**src/rtl/gcd_queue_emu.sv**
```systemverilog
// gcd_queue_emu: queued GCD peripheral on the emulator's simple bus.
// Operand pairs go into a job FIFO. A serial subtractive Euclid engine
// computes each GCD and pushes it into a result FIFO for software to read.
// A wrapping 32-bit completion counter drives gpio_out.
//
// Ports:
//   clk        - single clock; all state changes on the rising edge
//   n_reset    - asynchronous active-low reset
//   saddress   - bus address (16 bits)
//   srd, swr   - read/write strobes, asynchronous to clk
//   sdata_in   - bus write data (32 bits)
//   sdata_out  - registered bus read data (32 bits)
//   gpio_out   - completion counter (32 bits)
module gcd_queue_emu #(
  parameter int unsigned WIDTH     = 32,
  parameter int unsigned DEPTH     = 4,
  parameter logic [15:0] ADDR_A    = 16'hF8,
  parameter logic [15:0] ADDR_B    = 16'hFC,
  parameter logic [15:0] ADDR_RES  = 16'hF4,
  parameter logic [15:0] ADDR_STAT = 16'hF0,
  parameter logic [15:0] ADDR_CNT  = 16'hEC
) (
  input  logic        clk,
  input  logic        n_reset,
  input  logic [15:0] saddress,
  input  logic        srd,
  input  logic        swr,
  input  logic [31:0] sdata_in,
  output logic [31:0] sdata_out,
  output logic [31:0] gpio_out
);

  localparam int unsigned AW       = $clog2(DEPTH);
  localparam logic [AW:0] FULL_CNT = DEPTH[AW:0];

  typedef enum logic [1:0] {S_IDLE, S_RUN, S_DONE} state_t;

  // Strobe synchronizers: [1:0] are the 2-FF sync, [2] holds the previous
  // synchronized level for rising-edge detection.
  logic [2:0] rd_sync, wr_sync;
  logic       rd_edge, wr_edge;

  logic [WIDTH-1:0] a_stage;
  logic [WIDTH-1:0] job_a_mem [DEPTH];
  logic [WIDTH-1:0] job_b_mem [DEPTH];
  logic [WIDTH-1:0] res_mem   [DEPTH];
  logic [AW:0]      job_wp, job_rp, res_wp, res_rp;
  logic [AW:0]      job_cnt, res_cnt;
  logic             job_full, job_empty, res_full, res_empty;
  logic             job_push, job_pop, res_push, res_pop;

  state_t           state;
  logic [WIDTH-1:0] a_reg, b_reg, res_reg;
  logic [31:0]      cnt;
  logic             ovf, udf;

  logic             wr_a, wr_b, wr_stat, rd_res;
  logic [31:0]      stat_word;

  always_ff @(posedge clk or negedge n_reset) begin
    if (!n_reset) begin
      rd_sync <= '0;
      wr_sync <= '0;
    end else begin
      rd_sync <= {rd_sync[1:0], srd};
      wr_sync <= {wr_sync[1:0], swr};
    end
  end

  assign rd_edge = rd_sync[1] & ~rd_sync[2];
  assign wr_edge = wr_sync[1] & ~wr_sync[2];

  assign wr_a    = wr_edge && (saddress == ADDR_A);
  assign wr_b    = wr_edge && (saddress == ADDR_B);
  assign wr_stat = wr_edge && (saddress == ADDR_STAT);
  assign rd_res  = rd_edge && (saddress == ADDR_RES);

  assign job_cnt   = job_wp - job_rp;
  assign res_cnt   = res_wp - res_rp;
  assign job_full  = (job_cnt == FULL_CNT);
  assign job_empty = (job_cnt == '0);
  assign res_full  = (res_cnt == FULL_CNT);
  assign res_empty = (res_cnt == '0);

  assign job_push = wr_b && !job_full;
  assign job_pop  = (state == S_IDLE) && !job_empty;
  assign res_pop  = rd_res && !res_empty;
  // A bus pop in the same cycle frees a slot, so a full FIFO still accepts.
  assign res_push = (state == S_DONE) && (!res_full || res_pop);

  always_comb begin
    stat_word        = '0;
    stat_word[0]     = (state != S_IDLE);
    stat_word[1]     = job_full;
    stat_word[2]     = res_empty;
    stat_word[3]     = ovf;
    stat_word[4]     = udf;
    stat_word[15:8]  = 8'(job_cnt);
    stat_word[23:16] = 8'(res_cnt);
  end

  // FIFO storage carries no reset; pointers alone define the contents.
  always_ff @(posedge clk) begin
    if (job_push) begin
      job_a_mem[job_wp[AW-1:0]] <= a_stage;
      job_b_mem[job_wp[AW-1:0]] <= sdata_in[WIDTH-1:0];
    end
    if (res_push) begin
      res_mem[res_wp[AW-1:0]] <= res_reg;
    end
  end

  always_ff @(posedge clk or negedge n_reset) begin
    if (!n_reset) begin
      a_stage <= '0;
      job_wp  <= '0;
      job_rp  <= '0;
      res_wp  <= '0;
      res_rp  <= '0;
      ovf     <= 1'b0;
      udf     <= 1'b0;
    end else begin
      if (wr_a)     a_stage <= sdata_in[WIDTH-1:0];
      if (job_push) job_wp  <= job_wp + 1'b1;
      if (job_pop)  job_rp  <= job_rp + 1'b1;
      if (res_push) res_wp  <= res_wp + 1'b1;
      if (res_pop)  res_rp  <= res_rp + 1'b1;
      if (wr_stat) begin
        if (sdata_in[3]) ovf <= 1'b0;
        if (sdata_in[4]) udf <= 1'b0;
      end
      // New error events take priority over a same-cycle clear.
      if (wr_b && job_full)    ovf <= 1'b1;
      if (rd_res && res_empty) udf <= 1'b1;
    end
  end

  always_ff @(posedge clk or negedge n_reset) begin
    if (!n_reset) begin
      state   <= S_IDLE;
      a_reg   <= '0;
      b_reg   <= '0;
      res_reg <= '0;
      cnt     <= '0;
    end else begin
      case (state)
        S_IDLE: begin
          if (!job_empty) begin
            a_reg <= job_a_mem[job_rp[AW-1:0]];
            b_reg <= job_b_mem[job_rp[AW-1:0]];
            state <= S_RUN;
          end
        end
        S_RUN: begin
          if (a_reg == '0 || b_reg == '0 || a_reg == b_reg) begin
            res_reg <= (a_reg == '0) ? b_reg : a_reg;
            state   <= S_DONE;
          end else if (a_reg > b_reg) begin
            a_reg <= a_reg - b_reg;
          end else begin
            b_reg <= b_reg - a_reg;
          end
        end
        S_DONE: begin
          if (res_push) begin
            cnt   <= cnt + 32'd1;
            state <= S_IDLE;
          end
        end
        default: state <= S_IDLE;
      endcase
    end
  end

  always_ff @(posedge clk or negedge n_reset) begin
    if (!n_reset) begin
      sdata_out <= '0;
    end else if (rd_edge) begin
      case (saddress)
        ADDR_RES:  sdata_out <= res_empty ? '0 : 32'(res_mem[res_rp[AW-1:0]]);
        ADDR_STAT: sdata_out <= stat_word;
        ADDR_CNT:  sdata_out <= cnt;
        default:   sdata_out <= '0;
      endcase
    end
  end

  assign gpio_out = cnt;

endmodule
```
**config.mk**
```make
export PLATFORM = sky130hd
export DESIGN_NAME = gcd_queue_emu
export DESIGN_NICKNAME = d
export VERILOG_FILES = /design/src/rtl/gcd_queue_emu.sv
export SDC_FILE = /design/constraint.sdc
export NUM_CORES = 1
export LEC_CHECK = 0
export ABC_AREA = 1
export CAP_MARGIN = 20
export CORE_MARGIN = 2
export CORE_UTILIZATION = 30
export DETAILED_ROUTE_END_ITERATION = 10
export DONT_BUFFER_PORTS = 1
export SLEW_MARGIN = 10
export SYNTH_ARGS = -nofsm -noshare
export SYNTH_HDL_FRONTEND = slang
export SYNTH_SLANG_ARGS = --single-unit
```
**constraint.sdc**
```tcl
create_clock -name clk -period 4.8 [get_ports clk]
set_input_delay 0.48 -clock clk [delete_from_list [all_inputs] [get_ports clk]]
set_output_delay 0.48 -clock clk [all_outputs]
set_load 0.02 [all_outputs]
```
# Word-level counts from Yosys, hierarchy flattened
# Memories as Yosys holds them, arrays and structs flattened.
# Cells that the tools add are included.
# W data, S select, Z words.
totals:
  regBits: 214
  out_inout_bits: 64
  wordCells: 108
  ram_bits: 384
  romBits: 0
  mem_count: 3
  latchBits: 0
memory_table:
  columns: ["name", "depth", "word_bits", "rd", "rd_clocked_by_memory_dff", "write_ports", "line", "text"]
  rows:
  - ["job_a_mem", 4, 32, 1, 0, 1, "44", "logic [WIDTH-1:0] job_a_mem [DEPTH];"]
  - ["job_b_mem", 4, 32, 1, 0, 1, "45", "logic [WIDTH-1:0] job_b_mem [DEPTH];"]
  - ["res_mem", 4, 32, 1, 0, 1, "46", "logic [WIDTH-1:0] res_mem [DEPTH];"]
classes:
  addsub: 9
  reduce_logical: 35
  div_mod_pow: 0
  n_lt_le_gt_ge: 1
  n_shift: 0
  n_eq_ne: 16
  muxes: 25
  bitwise_logic: 4
  n_mul: 0
op_table:
  columns: ["operator", "count"]
  rows:
  - ["$mux W32", 8]
  - ["$pmux W32 S2", 2]
  - ["$pmux W32 S3", 1]
  - ["$eq A16 B8 Y1 const B", 5]
  - ["$logic_not A32 Y1", 2]
  - ["$sub A32 B32 Y32", 2]
  - ["$add A32 B1 Y32 const B", 1]
  - ["$eq A32 B32 Y1", 1]
  - ["$gt A32 B32 Y1", 1]
  - ["$add A3 B1 Y3 const B", 4]
  - ["$ne A2 B2 Y1 const B", 6]
  - ["$reduce_bool A2 Y1", 6]
  - ["$logic_and A1 B1 Y1", 10]
  - ["$mux W1", 10]
  - ["$reduce_and A2 Y1", 4]
  - ["$reduce_and A4 Y1", 2]
  - ["$eq A3 B3 Y1 const B", 2]
  - ["$logic_not A3 Y1", 2]
  - ["$mux W2", 3]
  - ["$pmux W2 S3", 1]
  - ["$sub A3 B3 Y3", 2]
  - ["$logic_not A1 Y1", 4]
  - ["$logic_or A1 B1 Y1", 3]
  - ["$reduce_and A3 Y1", 1]
  - ["5 further kinds", 7]

# Depth between registers and ports, before layout
logic_depth:
  word_depth: 8
  depth_mapped: 19
  depth_no_buf: 18

# Least setup slack after synthesis
# No wires, ideal clock.
synth_path:
  kind: "register -> register"
  start: "register job_wp[0]"
  end: "memory job_a_mem[3][0], enable pin"
  t_arrival_ps: 4278
  period_less_slack_ps: 4767
  path_buffers: 0
  setup_slack_ps: 33
  required_ps: 4311
  path_stages_with_launch: 9
  cell_sequence: "dfrtp_1 > inv_1 > ha_1 > fa_1 > xor2_1 > inv_1 > nand3_1 > nand2_1 > nor2_1"
synth_between:
  elab_chain_cells: 6
synth_rtl:
  columns: ["item", "line", "text"]
  rows:
  - ["from (decl)", "47", "logic [AW:0] job_wp, job_rp, res_wp, res_rp;"]
  - ["from (signal assigned)", "124", "if (job_push) job_wp <= job_wp + 1'b1;"]
  - ["$sub A3 B3 Y3", "78", "assign job_cnt = job_wp - job_rp;"]
  - ["$eq A3 B3 Y1", "80", "assign job_full = (job_cnt == FULL_CNT);"]
  - ["$logic_not A1 Y1", "85", "assign job_push = wr_b && !job_full;"]
  - ["$logic_and A1 B1 Y1", "85", null]
  - ["$mux W1", "104", "if (job_push) begin"]
  - ["$mux W1 (not written as such)", "105", "job_a_mem[job_wp[AW-1:0]] <= a_stage;"]
  - ["to (decl)", "44", null]
# Several ways; a longest one is shown, not always the timed one.

# Final worst setup path
layout_path:
  start: "register job_rp[0]"
  end: "memory job_b_mem[0][14], enable pin"
layout_between:
  elab_chain_cells: 6
layout_rtl:
  columns: ["item", "line", "text"]
  rows:
  - ["from (decl)", "47", null]
  - ["from (signal assigned)", "125", "if (job_pop) job_rp <= job_rp + 1'b1;"]
  - ["$sub A3 B3 Y3", "78", null]
  - ["$eq A3 B3 Y1", "80", null]
  - ["$logic_not A1 Y1", "85", null]
  - ["$logic_and A1 B1 Y1", "85", null]
  - ["$mux W1", "104", null]
  - ["$mux W1 (not written as such)", "106", "job_b_mem[job_wp[AW-1:0]] <= sdata_in[WIDTH-1:0];"]
  - ["to (decl)", "45", null]
# No other way between the ends.

==> results.md <==
- Core area: 97,000 µm²
- Number of rows created at floorplan: 114
- Floorplan die width: 317 µm
- Synth top area cells: sky130_fd_sc_hd__edfxtp_1 (39%), sky130_fd_sc_hd__dfrtp_1 (18%), sky130_fd_sc_hd__nand2_1 (12%)
- Effective utilization at floorplan: 30.3%
- M2 GR Usage: 24.8%
- CTS buffer count: 61
- Post-cts repair resize count: 0
- Highest-utilization routing layer at the global route stage: met2
- Startpoint Class: flop
- Total of fill cells in the finished design: 9,891
- Setup TNS: 0 ns
- Worst-path maximum fanout: 39
- Crit Reg-Reg Startpoint: job_rp[0]$_DFFE_PN0P_
- Number of violations reported at the end of detailed-routing iteration 0: 1,982
- Most common flop cell mapped by yosys: sky130_fd_sc_hd__edfxtp_1
- Maximum number of pins on one net before global-route repair: 215
- Number of failing hold endpoints at the final stage: 214
- Root Buffer Master: sky130_fd_sc_hd__clkbuf_16
- Summed instance area of the synthesized netlist: 29,400 µm²
- Category of the most critical setup path: flop to flop
- Per-instance average area after synthesis: 9.13 µm²
- Final Critical Period: 3.48 ns
- Vias in the first global route: 21.0k
- Via count: 22.0k
- Hold buffer count at cts: 34
- Relative slew margins: 28.8%
- Sum of net half-perimeters after detailed placement: 56,400 µm
- Share of the core filled with cells in the final layout: 34.3%
- Dpl cell area: 30,800 µm²
- Final count of pins violating max slew: 0
- Detail-routed net length per standard cell: 18.0 µm
- Die height: 317 µm
- Sequential fraction of the synthesis area: 57.4%
- Pwr/cell area: 645 nW/µm²
- Clock Sink Count: 598
- Violated checks: negative hold slack
- Synth Instances: 3,225
- Result of the run: finished, violations left
- Met3 Usage GRT: 2.89%
- Clock transition at path regs: 0.07 ns
- Fraction of synthesis flops using an asynchronous set or reset pin: 35.8%
- Wire length of the first global-routing pass: 126,000 µm
- Hold crit path type: input pin to asynchronous set/reset pin
- Register-to-Register Path Depth: 8
- Placer's final routability congestion estimate: 0.970
- Number of port buffers: 0
- VDD IR-drop max: 390 µV
- Setup slack after placement: 1.25 ns
- Slowest stage cell, crit path: sky130_fd_sc_hd__dfrtp_4
- Share of post-route cells with drive strength above 1: 6.40%
- Max Clock Freq: 288 MHz
- Detailed-route vias per instance: 4.83
- Remaining antenna violation count: 0
- Share of the clock period used by the worst path: 72.5%
- Number of nets in the final layout: 3,358
- Overall die area: 101,000 µm²
- Hold slack final: -0.442 ns
- Maximum root-to-sink buffer count: 3
- Setup repair after global routing missed its margin: no
- Area Overhead vs Synth: 13.0%
- Number of synthesized flops with an enable pin: 384
- Initial antenna violation count: 4
- Initial DRT Pass Iterations: 5
- Count of max-cap constraint violations: 0
- I/O pin total: 116
- Crit path setup slack, layout: 1.32 ns
- TritonCTS clock tree: done
- Sequence of cells on the critical path: ha_1 -> fa_1 -> xor2_1 -> inv_1 -> nand3_1 -> nand2_1 -> nor2_4 -> buf_4
- Transition time at the pin with the least slew margin: 1.07 ns
- Max H-tree Level: 2
- Drt drc: 0
- Remaining global-route overflow: 0
- Number of failing setup endpoints in the final timing report: 0
- Static leakage: 14.0 nW
- Area share of the largest cell type after synthesis: 39.2%
- Clock insertion delay at the later pin of the skew report: 0.66 ns
- Combined buffer and inverter count along the critical path: 2
- Cell variety after synth: 45
- Cell type with the highest aggregate area in the netlist: sky130_fd_sc_hd__edfxtp_1
- Met1 usage in global routing: 23.8%
- Synthesized netlist net count: 3,357
- Delay of the slowest cell on the worst path: 0.66 ns
- Kind of cell adding the most delay to the critical path: simple AND/OR/NAND/NOR gates
- Synth warnings: 0
- Worst clock skew on the final layout: 0.0354 ns
- Critical path endpoint category: flop
- Setup slack, reg-to-reg: 1.32 ns
- Critical path data arrival time: 3.81 ns
- Required time worst endpoint: 5.13 ns
- Post-detailed-routing wire length: 81,900 µm
- Reg-to-reg endpoint: job_b_mem[0][14]$_DFFE_PP_
- Total power consumption of the routed design: 21.5 mW
- GRT Util Overall: 16.2%
- Final cell area excluding filler cells: 33,200 µm²
- Flop and latch count out of synthesis: 598
what timing repair did:
action / 4_1_cts / 5_1_grt
buffers inserted: 0 / 0
endpoints found under the hold margin: 374 / 214
endpoints found under the setup margin: 0 / 0
placed cells by master, fill, tap and decap left out, types with 13 or more instances in the layout:
cell type and count:
sky130_fd_sc_hd__a21oi_1 80, sky130_fd_sc_hd__buf_4 28, sky130_fd_sc_hd__clkbuf_1 18, sky130_fd_sc_hd__clkbuf_16 62, sky130_fd_sc_hd__clkinv_2 13, sky130_fd_sc_hd__dfrtp_1 212
sky130_fd_sc_hd__dlygate4sd3_1 34, sky130_fd_sc_hd__edfxtp_1 384, sky130_fd_sc_hd__ha_1 76, sky130_fd_sc_hd__inv_1 338, sky130_fd_sc_hd__mux2_2 32, sky130_fd_sc_hd__nand2_1 923
sky130_fd_sc_hd__nand2_2 13, sky130_fd_sc_hd__nand3_1 143, sky130_fd_sc_hd__nand4_1 26, sky130_fd_sc_hd__nor2_1 305, sky130_fd_sc_hd__nor3_1 33, sky130_fd_sc_hd__o21ai_0 255
sky130_fd_sc_hd__o21ai_1 43, sky130_fd_sc_hd__o221ai_1 18, sky130_fd_sc_hd__o22ai_1 72, sky130_fd_sc_hd__xor2_1 53
through the flow:
| step | cells | hold WS [ns] |
|---|---|---|
| global placement | 4403 | 0.196 |
| CTS | 4554 | -0.495 |
| finish | 4557 | -0.442 |
| floorplan | 3225 | 0.184 |
| detailed placement | 4404 | 0.196 |
| global route | 4556 | -0.484 |
per-layer routing:
metal,share of wire [%],vias up
met5,0.020,-
met3,7.2,95
li1,-,10700
met2,43,666
met1,48,10600
met4,1.7,2
report_power, final:
| part | switching [mW] | internal [mW] |
|---|---|---|
| Sequential | 0.506 | 5.91 |
| Combinational | 7.15 | 3.04 |
| Clock | 2.06 | 2.81 |
| Total | 9.71 | 11.7 |
final cells by class:
cell class,count,area [µm²],area share [%]
Antenna cell,2,5.00,0.0151
Clock buffer,86,1700,5.12
Clock inverter,30,348,1.05
Inverter,348,1310,3.94
Multi-Input combinational cell,2146,10700,32.1
Sequential cell,598,16900,50.8
Tap cell,1276,1600,4.80
Timing Repair Buffer,71,738,2.22
cells by family after synthesis:
kind of cell / share of synthesized area [%]
compound gates: 9.57
xor+xnor: 1.73
fa+ha+maj: 3.50
buf+inv: 6.60
flops: 57.4
mux: 1.22
simple gates: 20.0
cells in the mapped netlist (all sizes together), types with 2 or more instances:
| master | instances |
|---|---|
| a21oi | 80 |
| nor4 | 2 |
| a221oi | 9 |
| inv | 345 |
| nand3 | 145 |
| a32oi | 4 |
| o31ai | 2 |
| dfrtp | 214 |
| clkinv | 3 |
| o22ai | 72 |
| nand4 | 26 |
| mux2 | 32 |
| nor3 | 34 |
| xnor2 | 5 |
| a221o | 2 |
| buf | 45 |
| nand2 | 936 |
| o221ai | 18 |
| fa | 4 |
| a21o | 11 |
| nor2 | 322 |
| ha | 76 |
| edfxtp | 384 |
| o21bai | 7 |
| o21ai | 298 |
| xor2 | 53 |
| nand3b | 2 |
| clkbuf | 88 |
worst max path at each step:
| stage | startpoint | end | slack, ns | cells after the start |
|---|---|---|---|---|
| 2_1_floorplan | job_wp[0]$_DFFE_PN0P_ | job_a_mem[3][0]$_DFFE_PP_ | 0.03 | 8 |
| 3_3_place_gp | job_rp[0]$_DFFE_PN0P_ | job_b_mem[0][21]$_DFFE_PP_ | 1.31 | 8 |
| 3_5_place_dp | job_rp[0]$_DFFE_PN0P_ | job_b_mem[0][22]$_DFFE_PP_ | 1.25 | 8 |
| 4_1_cts | job_rp[0]$_DFFE_PN0P_ | job_b_mem[0][14]$_DFFE_PP_ | 1.23 | 8 |
| 5_1_grt | job_rp[0]$_DFFE_PN0P_ | job_b_mem[0][12]$_DFFE_PP_ | 1.06 | 8 |
| 6_report | job_rp[0]$_DFFE_PN0P_ | job_b_mem[0][14]$_DFFE_PP_ | 1.32 | 8 |
worst register-to-register path: stages, from the launching register on:
cell	delay, ns
sky130_fd_sc_hd__dfrtp_4	0.66
sky130_fd_sc_hd__ha_1	0.28
sky130_fd_sc_hd__fa_1	0.38
sky130_fd_sc_hd__xor2_1	0.31
sky130_fd_sc_hd__inv_1	0.07
sky130_fd_sc_hd__nand3_1	0.12
sky130_fd_sc_hd__nand2_1	0.31
sky130_fd_sc_hd__nor2_4	0.62
sky130_fd_sc_hd__buf_4	0.40
(Power assumes the default switching activity.)
